### config.mk
export PLATFORM = sky130hd
export DESIGN_NAME = cpu_bus_responder_flat
export DESIGN_NICKNAME = d
export VERILOG_FILES = /design/src/rtl/cpu_bus_responder_if.sv /design/src/rtl/cpu_bus_responder.sv /design/src/flat_wrapper.sv
export SDC_FILE = /design/constraint.sdc
export NUM_CORES = 1
export LEC_CHECK = 0
export CORE_AREA = 8 8 58 96
export CTS_BUF_LIST = sky130_fd_sc_hd__clkbuf_16
export CTS_CLUSTER_SIZE = 12
export DETAILED_ROUTE_END_ITERATION = 8
export DIE_AREA = 0 0 66 104
export GPL_ROUTABILITY_DRIVEN = 0
export PLACE_DENSITY = 0.9
export SKIP_CTS_REPAIR_TIMING = 1
export SKIP_LAST_GASP = 1
export SYNTH_ARGS = -nofsm -noshare
export SYNTH_HDL_FRONTEND = slang
export SYNTH_SLANG_ARGS = --single-unit
### constraint.sdc
create_clock -name i_Clk -period 4.45 [get_ports i_Clk]
set_input_delay 0.89 -clock i_Clk [delete_from_list [all_inputs] [get_ports i_Clk]]
set_output_delay 0.89 -clock i_Clk [all_outputs]
set_load 0.01 [all_outputs]
### src/rtl/cpu_bus_responder_if.sv
// Signal bundle shared by the CPU microcode, the memory-side bus responder and the memory port.
// The slave modport is the responder's view; the master modport is the CPU/memory view.
interface cpu_bus_responder_if #(
  parameter int ADDR_WIDTH = 16,
  parameter int DATA_WIDTH = 8
);
  logic [3:0]            cycle_step;
  logic                  address_out;
  logic [ADDR_WIDTH-1:0] address;
  logic                  bus_out;
  logic                  bus_in;
  logic [DATA_WIDTH-1:0] data_wr;
  logic [DATA_WIDTH-1:0] data_rd;
  logic                  data_valid;
  logic                  stall;
  logic                  bus_error;
  logic [ADDR_WIDTH-1:0] mem_addr;
  logic [DATA_WIDTH-1:0] mem_wdata;
  logic                  mem_wr;
  logic                  mem_rd;
  logic                  mem_ready;
  logic [DATA_WIDTH-1:0] mem_rdata;

  modport slave (
    input  cycle_step, address_out, address, bus_out, bus_in, data_wr,
    input  mem_ready, mem_rdata,
    output data_rd, data_valid, stall, bus_error,
    output mem_addr, mem_wdata, mem_wr, mem_rd
  );

  modport master (
    output cycle_step, address_out, address, bus_out, bus_in, data_wr,
    output mem_ready, mem_rdata,
    input  data_rd, data_valid, stall, bus_error,
    input  mem_addr, mem_wdata, mem_wr, mem_rd
  );
endinterface

### src/rtl/cpu_bus_responder.sv
// Memory-side end of the CPU load/store bus: latches the address M-cycle, runs the data
// transfer against a ready/valid memory port, stalls the CPU on wait states, times out to open bus.
module cpu_bus_responder #(
  parameter int ADDR_WIDTH     = 16,
  parameter int DATA_WIDTH     = 8,
  parameter int TIMEOUT_CYCLES = 15
) (
  input  logic                  i_Clk,
  input  logic                  i_Rst_n,
  cpu_bus_responder_if.slave    bus
);

  typedef enum logic [1:0] {
    IDLE  = 2'd0,
    ARMED = 2'd1,
    WRITE = 2'd2,
    READ  = 2'd3
  } state_t;

  localparam int CNT_W = (TIMEOUT_CYCLES < 2) ? 1 : $clog2(TIMEOUT_CYCLES + 1);
  localparam logic [CNT_W-1:0] TMO_LAST =
    CNT_W'((TIMEOUT_CYCLES > 0) ? TIMEOUT_CYCLES - 1 : 0);
  localparam logic [CNT_W-1:0] CNT_MAX = '1;
  localparam logic [DATA_WIDTH-1:0] OPEN_BUS = '1;

  state_t                state_q, state_d;
  logic [ADDR_WIDTH-1:0] addr_q, addr_d;
  logic [DATA_WIDTH-1:0] wdata_q, wdata_d;
  logic [DATA_WIDTH-1:0] data_q, data_d;
  logic                  data_valid_q, data_valid_d;
  logic                  bus_error_q, bus_error_d;
  logic                  mem_wr_q, mem_wr_d;
  logic                  mem_rd_q, mem_rd_d;
  logic [CNT_W-1:0]      cnt_q, cnt_d;

  logic strobe;
  logic access;
  logic timed_out;
  logic unused_step;

  assign strobe      = bus.address_out & bus.cycle_step[1];
  assign access      = bus.cycle_step[0] & (bus.bus_out | bus.bus_in);
  assign timed_out   = (TIMEOUT_CYCLES != 0) && (cnt_q == TMO_LAST);
  assign unused_step = ^bus.cycle_step[3:2];

  always_ff @(posedge i_Clk or negedge i_Rst_n) begin
    if (!i_Rst_n) begin
      state_q      <= IDLE;
      addr_q       <= '0;
      wdata_q      <= '0;
      data_q       <= '0;
      data_valid_q <= 1'b0;
      bus_error_q  <= 1'b0;
      mem_wr_q     <= 1'b0;
      mem_rd_q     <= 1'b0;
      cnt_q        <= '0;
    end else begin
      state_q      <= state_d;
      addr_q       <= addr_d;
      wdata_q      <= wdata_d;
      data_q       <= data_d;
      data_valid_q <= data_valid_d;
      bus_error_q  <= bus_error_d;
      mem_wr_q     <= mem_wr_d;
      mem_rd_q     <= mem_rd_d;
      cnt_q        <= cnt_d;
    end
  end

  // An access in ARMED takes priority over a same-edge strobe so it uses the old address.
  always_comb begin
    state_d      = state_q;
    addr_d       = addr_q;
    wdata_d      = wdata_q;
    data_d       = data_q;
    data_valid_d = 1'b0;
    bus_error_d  = 1'b0;
    cnt_d        = cnt_q;

    case (state_q)
      IDLE: begin
        if (access) begin
          bus_error_d = 1'b1;
        end else if (strobe) begin
          addr_d  = bus.address;
          state_d = ARMED;
        end
      end

      ARMED: begin
        if (access) begin
          cnt_d = '0;
          if (bus.bus_out) begin
            wdata_d     = bus.data_wr;
            bus_error_d = bus.bus_in;
            state_d     = WRITE;
          end else begin
            state_d = READ;
          end
        end else if (strobe) begin
          addr_d = bus.address;
        end
      end

      WRITE: begin
        if (bus.mem_ready) begin
          state_d = IDLE;
        end else if (timed_out) begin
          bus_error_d = 1'b1;
          state_d     = IDLE;
        end else if (cnt_q != CNT_MAX) begin
          cnt_d = cnt_q + 1'b1;
        end
      end

      READ: begin
        if (bus.mem_ready) begin
          data_d       = bus.mem_rdata;
          data_valid_d = 1'b1;
          state_d      = IDLE;
        end else if (timed_out) begin
          data_d       = OPEN_BUS;
          data_valid_d = 1'b1;
          bus_error_d  = 1'b1;
          state_d      = IDLE;
        end else if (cnt_q != CNT_MAX) begin
          cnt_d = cnt_q + 1'b1;
        end
      end

      default: state_d = IDLE;
    endcase

    mem_wr_d = (state_d == WRITE);
    mem_rd_d = (state_d == READ);
  end

  assign bus.mem_addr   = addr_q;
  assign bus.mem_wdata  = wdata_q;
  assign bus.mem_wr     = mem_wr_q;
  assign bus.mem_rd     = mem_rd_q;
  assign bus.data_rd    = data_q;
  assign bus.data_valid = data_valid_q;
  assign bus.bus_error  = bus_error_q;
  assign bus.stall      = (mem_wr_q | mem_rd_q) & ~bus.mem_ready;

endmodule

### src/flat_wrapper.sv
// flat-port wrapper written by rule: the top's interface ports become plain ports
module cpu_bus_responder_flat 
#(
  parameter int ADDR_WIDTH     = 16,
  parameter int DATA_WIDTH     = 8,
  parameter int TIMEOUT_CYCLES = 15
)
  (i_Clk, i_Rst_n, bus_cycle_step, bus_address_out, bus_address, bus_bus_out, bus_bus_in, bus_data_wr, bus_mem_ready, bus_mem_rdata, bus_data_rd, bus_data_valid, bus_stall, bus_bus_error, bus_mem_addr, bus_mem_wdata, bus_mem_wr, bus_mem_rd);
  cpu_bus_responder_if #(.ADDR_WIDTH(ADDR_WIDTH), .DATA_WIDTH(DATA_WIDTH)) bus_i ();
  input  logic i_Clk;
  input  logic i_Rst_n;
  input wire logic [$bits(bus_i.cycle_step)-1:0] bus_cycle_step;
  input wire logic [$bits(bus_i.address_out)-1:0] bus_address_out;
  input wire logic [$bits(bus_i.address)-1:0] bus_address;
  input wire logic [$bits(bus_i.bus_out)-1:0] bus_bus_out;
  input wire logic [$bits(bus_i.bus_in)-1:0] bus_bus_in;
  input wire logic [$bits(bus_i.data_wr)-1:0] bus_data_wr;
  input wire logic [$bits(bus_i.mem_ready)-1:0] bus_mem_ready;
  input wire logic [$bits(bus_i.mem_rdata)-1:0] bus_mem_rdata;
  output wire logic [$bits(bus_i.data_rd)-1:0] bus_data_rd;
  output wire logic [$bits(bus_i.data_valid)-1:0] bus_data_valid;
  output wire logic [$bits(bus_i.stall)-1:0] bus_stall;
  output wire logic [$bits(bus_i.bus_error)-1:0] bus_bus_error;
  output wire logic [$bits(bus_i.mem_addr)-1:0] bus_mem_addr;
  output wire logic [$bits(bus_i.mem_wdata)-1:0] bus_mem_wdata;
  output wire logic [$bits(bus_i.mem_wr)-1:0] bus_mem_wr;
  output wire logic [$bits(bus_i.mem_rd)-1:0] bus_mem_rd;
  assign bus_i.cycle_step = bus_cycle_step;
  assign bus_i.address_out = bus_address_out;
  assign bus_i.address = bus_address;
  assign bus_i.bus_out = bus_bus_out;
  assign bus_i.bus_in = bus_bus_in;
  assign bus_i.data_wr = bus_data_wr;
  assign bus_i.mem_ready = bus_mem_ready;
  assign bus_i.mem_rdata = bus_mem_rdata;
  assign bus_data_rd = bus_i.data_rd;
  assign bus_data_valid = bus_i.data_valid;
  assign bus_stall = bus_i.stall;
  assign bus_bus_error = bus_i.bus_error;
  assign bus_mem_addr = bus_i.mem_addr;
  assign bus_mem_wdata = bus_i.mem_wdata;
  assign bus_mem_wr = bus_i.mem_wr;
  assign bus_mem_rd = bus_i.mem_rd;
  cpu_bus_responder #(.ADDR_WIDTH(ADDR_WIDTH), .DATA_WIDTH(DATA_WIDTH), .TIMEOUT_CYCLES(TIMEOUT_CYCLES)) u_core (.i_Clk(i_Clk), .i_Rst_n(i_Rst_n), .bus(bus_i));
endmodule
**After elaboration in Yosys (flattened, before gate mapping)**

Index checks and enable logic that the tools add are counted.

- Bits in registers: 42
- Input bits: 42

- $add $sub $neg: 1
- Eq/ne operators: 11
- Multiplexer cells: 22
- Bitwise logic cells: 7
- Reduce and logical (&&, ||, !) cells: 9

Operator list:

| operator | count |
|---|---|
| 4-bit two-way mux | 4 |
| 8-bit two-way mux | 2 |
| 2-bit two-way mux | 5 |
| 2-bit == test, second input constant | 4 |
| 1-bit two-way mux | 8 |
| 4-bit one-hot mux with 2 select lines | 1 |
| 2-bit one-hot mux with 3 select lines | 1 |
| 3-bit AND reduction | 2 |
| 5-bit AND reduction | 1 |
| 4-bit by 1-bit adder with 4-bit output, second input constant | 1 |
| 4-bit == test, second input constant | 1 |
| 2-bit by 1-bit != test with 1-bit output, second input constant | 2 |
| 2-bit != test, second input constant | 2 |
| 4-bit != test, second input constant | 1 |
| 2-bit nonzero test | 2 |
| 2-bit OR reduction | 2 |
| 1-bit AND | 3 |
| 1-bit one-hot mux with 3 select lines | 1 |
| 2-bit by 1-bit == test with 1-bit output, second input constant | 1 |
| 2-bit logical NOT | 1 |
| 1-bit NOT | 2 |
| 1-bit OR | 2 |
| 2-bit AND reduction | 1 |

**Logic depth before layout (Yosys ltp)**

Gate-level depths: netlist of run 1.

- Depth in word-level cells: 5
- Gate-level depth with buffers: 5
- Mapped depth without buffers: 5

**Least setup slack after synthesis of run 1**

Ideal clock, no wire load.

- Path kind: input to output
- From: input bus_mem_ready
- To: output bus_stall
- Arrival: 1210 ps
- Path slack: 2350 ps
- Stages: 2
- Buffers on the path: 1
- Cell sequence: buf_2 > nor2_1

- Cells in the longest elaborated chain, start to end: 2

RTL lines:

| what | RTL line | source |
|---|---|---|
| from (decl) | flat_wrapper.sv:18 | `input wire logic [$bits(bus_i.mem_ready)-1:0] bus_mem_ready;` |
| 1-bit NOT | cpu_bus_responder.sv:145 | `assign bus.stall = (mem_wr_q \| mem_rd_q) & ~bus.mem_ready;` |
| 1-bit AND | cpu_bus_responder.sv:145 |  |
| to (decl) | flat_wrapper.sv:22 | `output wire logic [$bits(bus_i.stall)-1:0] bus_stall;` |

Every way passes these cells.

**Worst setup path after layout of run 1**

Ends and elaborated chain as after synthesis.

==> flow_summary.json, run 1 <==
{
  "outcome": "completed",
  "via_per_inst": 5.357,
  "synth_nets": 170,
  "drive_gt1_frac": 0.1667,
  "groute.usage.overall": 0.1289,
  "wl_per_cell_um": 16.94,
  "dp_hpwl_mm": 3.334,
  "fin_crit_ns": 3.026,
  "yosysSeqAreaShare": 0.5738,
  "arrival_ns": 2.14,
  "worstReg2RegStart": "u_core.state_q[1]",
  "coreArea_mm2": 0.004324,
  "power_density_mw_per_mm2": 624.7,
  "synth_fa_ha_area_frac": 0.01913,
  "drt_iter0_drc": 71,
  "synth-seq-cells": 42,
  "num_rows": 32,
  "required_ns": 3.56,
  "overflow": 0,
  "cts_root_buf": "clkbuf_16",
  "r2r_slack_ns": 2.82,
  "finalHoldViolations": 0,
  "rsz0062_at_grt": "no",
  "die-area_mm2": 0.006864,
  "cts_tree": "yes",
  "cts_sinks": 42,
  "tightest_slew_ns": 0.9239,
  "antenna_found_initial": 0,
  "ant_nets": 0,
  "synth_area_leaders": "dfrtp_1, mux2_4, mux2_2, o22a_1, mux2_1",
  "ys_warn_count": 0,
  "cts_buffer_depth": 2,
  "max_slew_margin": 0.3841,
  "finClkSkew_ns": 0.001867,
  "layout.nets": 247,
  "min_period_over_period": 0.6799,
  "setup_tns_ns": 0,
  "setup_viol_count_final": 0,
  "p_leak_nw": 1.156,
  "start_util": 0.4236,
  "dpl_cell_area_mm2": 0.002601,
  "htreeDepth": 2,
  "yosys.area_share.simple": 0.07787,
  "synth.cell_area_mm2": 0.001832,
  "area_delta_synth_final_pct": 50.89,
  "maxCapViolCount": 0,
  "synth.avg_cell_area_um2": 14.54,
  "diodes": 0,
  "startpoint": "bus_mem_ready",
  "synth_cells": 126,
  "yosysTopAreaCell": "dfrtp_1",
  "critPathMaxFanout": 8,
  "grt_max_degree": 43,
  "fmax_mhz": 330.5,
  "final_util": 0.6392,
  "route.detailed.drc": 0,
  "cts_buffers": 5,
  "io_buffers": 76,
  "synth_top_family_by_area": "multiplexers",
  "cp-start-kind": "input pin",
  "grt_pass1_vias": 1453,
  "dr.pass1.iters": 4,
  "synth_cell_types": 38,
  "clock_latency_ns": 0.28,
  "min_path_type": "reg2reg",
  "synth_top_area_frac": 0.5738,
  "clkTransAtPathRegs_ns": 0.05,
  "die_y_um": 104,
  "synth.area.mux_share": 0.1714,
  "fin_area_mm2": 0.002764,
  "die_w_um": 66,
  "endpoint_kind": "primary output",
  "routed_wl_mm": 4.320,
  "crit_type": "in2out",
  "min_from": "u_core.bus.mem_wdata[3]",
  "grt_pass1_wl_mm": 7.072,
  "synth_compound_area_frac": 0.1216,
  "drv_slew": 0,
  "ios": 79,
  "ir_drop_mv": 0.5165,
  "vias": 1366,
  "synth-xor-area-share": 0
}
==> cell type report <==
type / count / area [µm²]
inverter: 4 / 16.27
tap: 51 / 63.81
clock buffer: 5 / 125.1
multi-input combinational: 74 / 714.4
fill: 326 / 1560
timing repair buffer: 76 / 755.7
sequential: 42 / 1051
clock inverter: 3 / 37.54
==> registers in the layout (all words and copies together) (netlist names) <==
register,cells
u_core.state_q,2
u_core.bus.data_valid,1
u_core.bus.bus_error,1
u_core.bus.mem_rd,1
u_core.bus.data_rd,8
u_core.bus.mem_wr,1
u_core.cnt_q,4
u_core.bus.mem_addr,16
u_core.bus.mem_wdata,8
==> cell usage in the layout (no fill, tap or decap), drive strengths merged, types with 2 or more instances in the layout <==
master | netlist | final
a22oi | 2 | 2
a31o | 2 | 2
nand3 | 7 | 7
nand4 | 2 | 2
mux2 | 24 | 24
inv | 3 | 5
o211ai | 2 | 2
o22a | 8 | 8
o21ai | 3 | 3
o221ai | 2 | 2
a21oi | 2 | 2
nor2 | 4 | 4
clkbuf | 0 | 5
ha | 2 | 2
clkdlybuf4s50 | 0 | 75
dfrtp | 42 | 42
==> stage by stage <==
stage	hold WS (ns)	setup slack [ns]	instances	total power [mW]
4_1_cts	0.4989	1.423	255	1.755
3_3_place_gp	0.4726	1.435	247	1.326
3_5_place_dp	0.4848	1.420	247	1.355
2_1_floorplan	0.5344	2.350	126	0.9745
5_1_grt	0.5137	1.391	255	1.819
6_report	0.4945	1.424	255	1.727
==> synthesized netlist by cell type <==
cell type,number
nand4_1,1
o31ai_1,1
nand3_1,5
nand3_4,2
buf_4,3
nor2_1,4
nor4b_1,1
ha_1,2
o21a_1,1
and2_1,1
buf_2,1
a31o_1,1
a211oi_4,1
or3_1,1
clkinv_2,1
a221oi_1,1
and3_1,1
mux2_1,4
o22ai_1,1
a31o_2,1
inv_1,3
a22oi_1,2
nand4_4,1
maj3_1,1
buf_6,2
mux2_4,9
mux2_2,11
mux2i_1,1
dfrtp_1,42
nor3_1,1
nand3b_1,1
o22a_1,8
a21oi_1,2
o221ai_1,2
o21ai_2,1
o41ai_1,1
o211ai_1,2
o21ai_0,2
==> report_power, final <==
group / switching, mW / total, mW / internal [mW]
combinational: 0.263 / 0.694 / 0.431
clock: 0.129 / 0.389 / 0.260
sequential: 0.102 / 0.644 / 0.542
==> critical path, cell delays in order <==
cell and delay (ns):
clkdlybuf4s50_1 0.55, nor2_1 0.15, clkdlybuf4s50_1 0.55
==> kinds of logic after synthesis <==
group / after synthesis
DFF: 42
AOI/OAI and AO/OA: 27
muxes: 25
and+or+nand+nor: 19
buffers and inverters: 10
adders and majority gates: 3
==> metal layers <==
layer  track usage  vias to the layer above  routed length, µm
met5             0                        -                  0
met4       0.03687                        0                 53
met3       0.05178                        6                404
met2        0.2221                       53               2297
met1        0.1379                      681               1564
li1              -                      626                  -
==> path summary, 6_finish.rpt <==
kind                                                 to  cells past startpoint
min in group asynchronous         u_core.bus.data_rd[3]                      1
worst max-delay path                          bus_stall                      3
worst max register to register   u_core.bus.mem_addr[4]                      3
worst min-delay path            u_core.bus.mem_wdata[3]                      1
worst min register to register  u_core.bus.mem_wdata[3]                      1
max in group asynchronous        u_core.bus.mem_addr[7]                      1
(Power assumes the default switching activity.)
==> run 2, diff against run 1 <==
- CORE_AREA: 8 8 58 96 -> 8 8 62 103
- DIE_AREA: 0 0 66 104 -> 0 0 70 111
- PLACE_DENSITY: 0.9 -> 0.83
- clock period: 4.45 -> 2.6 ns (I/O delays scaled with it)
==> flow_summary.json, run 2 (same netlist as run 1, synthesis figures left out) <==
{
  "cts_sinks": 42,
  "cts_root_buf": "clkbuf_16",
  "outcome": "completed",
  "diodes": 0,
  "timing.hold.ws_ns": 0.1722,
  "fin_crit_ns": 2.118,
  "startpoint": "bus_mem_ready",
  "finalHoldViolations": 0,
  "fmax_mhz": 472.2,
  "cts_tree": "yes",
  "die_y_um": 111,
  "maxCapViolCount": 0,
  "fillerInstances": 435,
  "endpoint_kind": "primary output",
  "rsz0062_at_grt": "no",
  "clkTransAtPathRegs_ns": 0.06,
  "die-area_mm2": 0.007770,
  "vias": 1356,
  "dr.pass1.iters": 2,
  "clock_latency_ns": 0.28,
  "start_util": 0.3712,
  "final_cell_mix": "clkdlybuf4s50_1, dfrtp_1, mux2_2",
  "worstReg2RegStart": "u_core.state_q[1]",
  "io_buffers": 76,
  "seq_area_mm2": 0.001051,
  "num_rows": 34,
  "htreeDepth": 2,
  "grt_pass1_wl_mm": 7.452,
  "via_per_inst": 5.215,
  "drive_gt1_frac": 0.1796,
  "min_period_over_period": 0.8146,
  "setup_viol_count_final": 0,
  "coreArea_mm2": 0.004935,
  "layout_commonest_cell": "clkdlybuf4s50_1",
  "dp_slack_ns": 0.4649,
  "max_slew_margin": 0.7118,
  "required_ns": 2.08,
  "ir_drop_mv": 0.8430,
  "drt_iter0_drc": 31,
  "overflow": 0,
  "tightest_slew_ns": 0.4309,
  "die_w_um": 70,
  "final_util": 0.5596,
  "cts_buffers": 5,
  "grt_pass1_vias": 1503,
  "largest_reg_flops": 16,
  "cts_buffer_depth": 2,
  "p_leak_nw": 1.146,
  "groute.usage.overall": 0.1159,
  "ios": 79,
  "wl_per_cell_um": 17.41,
  "fin_ws_ns": 0.4821,
  "crit_type": "in2out",
  "power_density_mw_per_mm2": 1044,
  "layout.nets": 249,
  "drv_slew": 0,
  "critPathMaxFanout": 2,
  "multi_input_area_um2": 714.4,
  "cp-start-kind": "input pin",
  "area_delta_synth_final_pct": 50.75,
  "ant_nets": 0,
  "setup_tns_ns": 0,
  "arrival_ns": 1.60,
  "fin_area_mm2": 0.002761,
  "min_path_type": "in2async",
  "grt_max_degree": 25,
  "routed_wl_mm": 4.527,
  "route.detailed.drc": 0,
  "dpl_cell_area_mm2": 0.002620,
  "finClkSkew_ns": 0.002950,
  "antenna_found_initial": 0,
  "dp_hpwl_mm": 3.555
}
## run 2: cell types whose count changed in the layout (fill, tap and decap cells not counted)
cell	previous run	this run
clkinv_2	1	2
buf_4	0	2
inv_1	5	3
bufinv_16	1	0
clkinv_1	0	1
clkinvlp_4	0	1
## run 2: through the flow
| step | power (mW) | std cells |
|---|---|---|
| floorplan | 1.668 | 126 |
| global placement | 2.285 | 252 |
| detailed placement | 2.328 | 252 |
| CTS | 2.933 | 260 |
| global route | 3.056 | 260 |
| finish | 2.882 | 260 |
## run 2: worst max-delay path, cell delays in order
cell,delay (ns)
clkdlybuf4s50_1,0.42
nor2_1,0.11
clkdlybuf4s50_1,0.55
## run 2: final timing paths
check	end	slack (ns)	depth (start not counted)
min in group i_Clk	u_core.bus.mem_wdata[2]	0.49	1
min reg2reg	u_core.bus.mem_wdata[2]	0.49	1
max	bus_stall	0.48	3
max in group asynchronous	u_core.cnt_q[0]	1.74	2
min	u_core.bus.mem_wdata[0]	0.17	1
max reg2reg	u_core.bus.mem_addr[0]	0.93	3
## run 2: final cells by class
type                    count  share of cell area
inverters                   4            0.005890
clock buffers               5             0.04531
clock inverters             3            0.005890
well taps                  54             0.02447
flip-flops and latches     42              0.3806
repair buffers             78              0.2791
multi-input cells          74              0.2587
## run 2: layer usage
metal	GRT usage	part of all wire	vias to the layer above
met4	0.03639	0.012	0
li1	-	-	630
met1	0.1220	0.39	672
met2	0.2021	0.53	49
met3	0.04749	0.066	5
met5	0	0	-
## run 2: where the power goes
part | switching (mW) | leakage, nW | total [mW] | internal [mW]
clock | 0.239 | 0.0672 | 0.589 | 0.350
combinational | 0.449 | 0.578 | 1.19 | 0.739
sequential | 0.177 | 0.501 | 1.10 | 0.927
total | 0.866 | 1.15 | 2.88 | 2.02
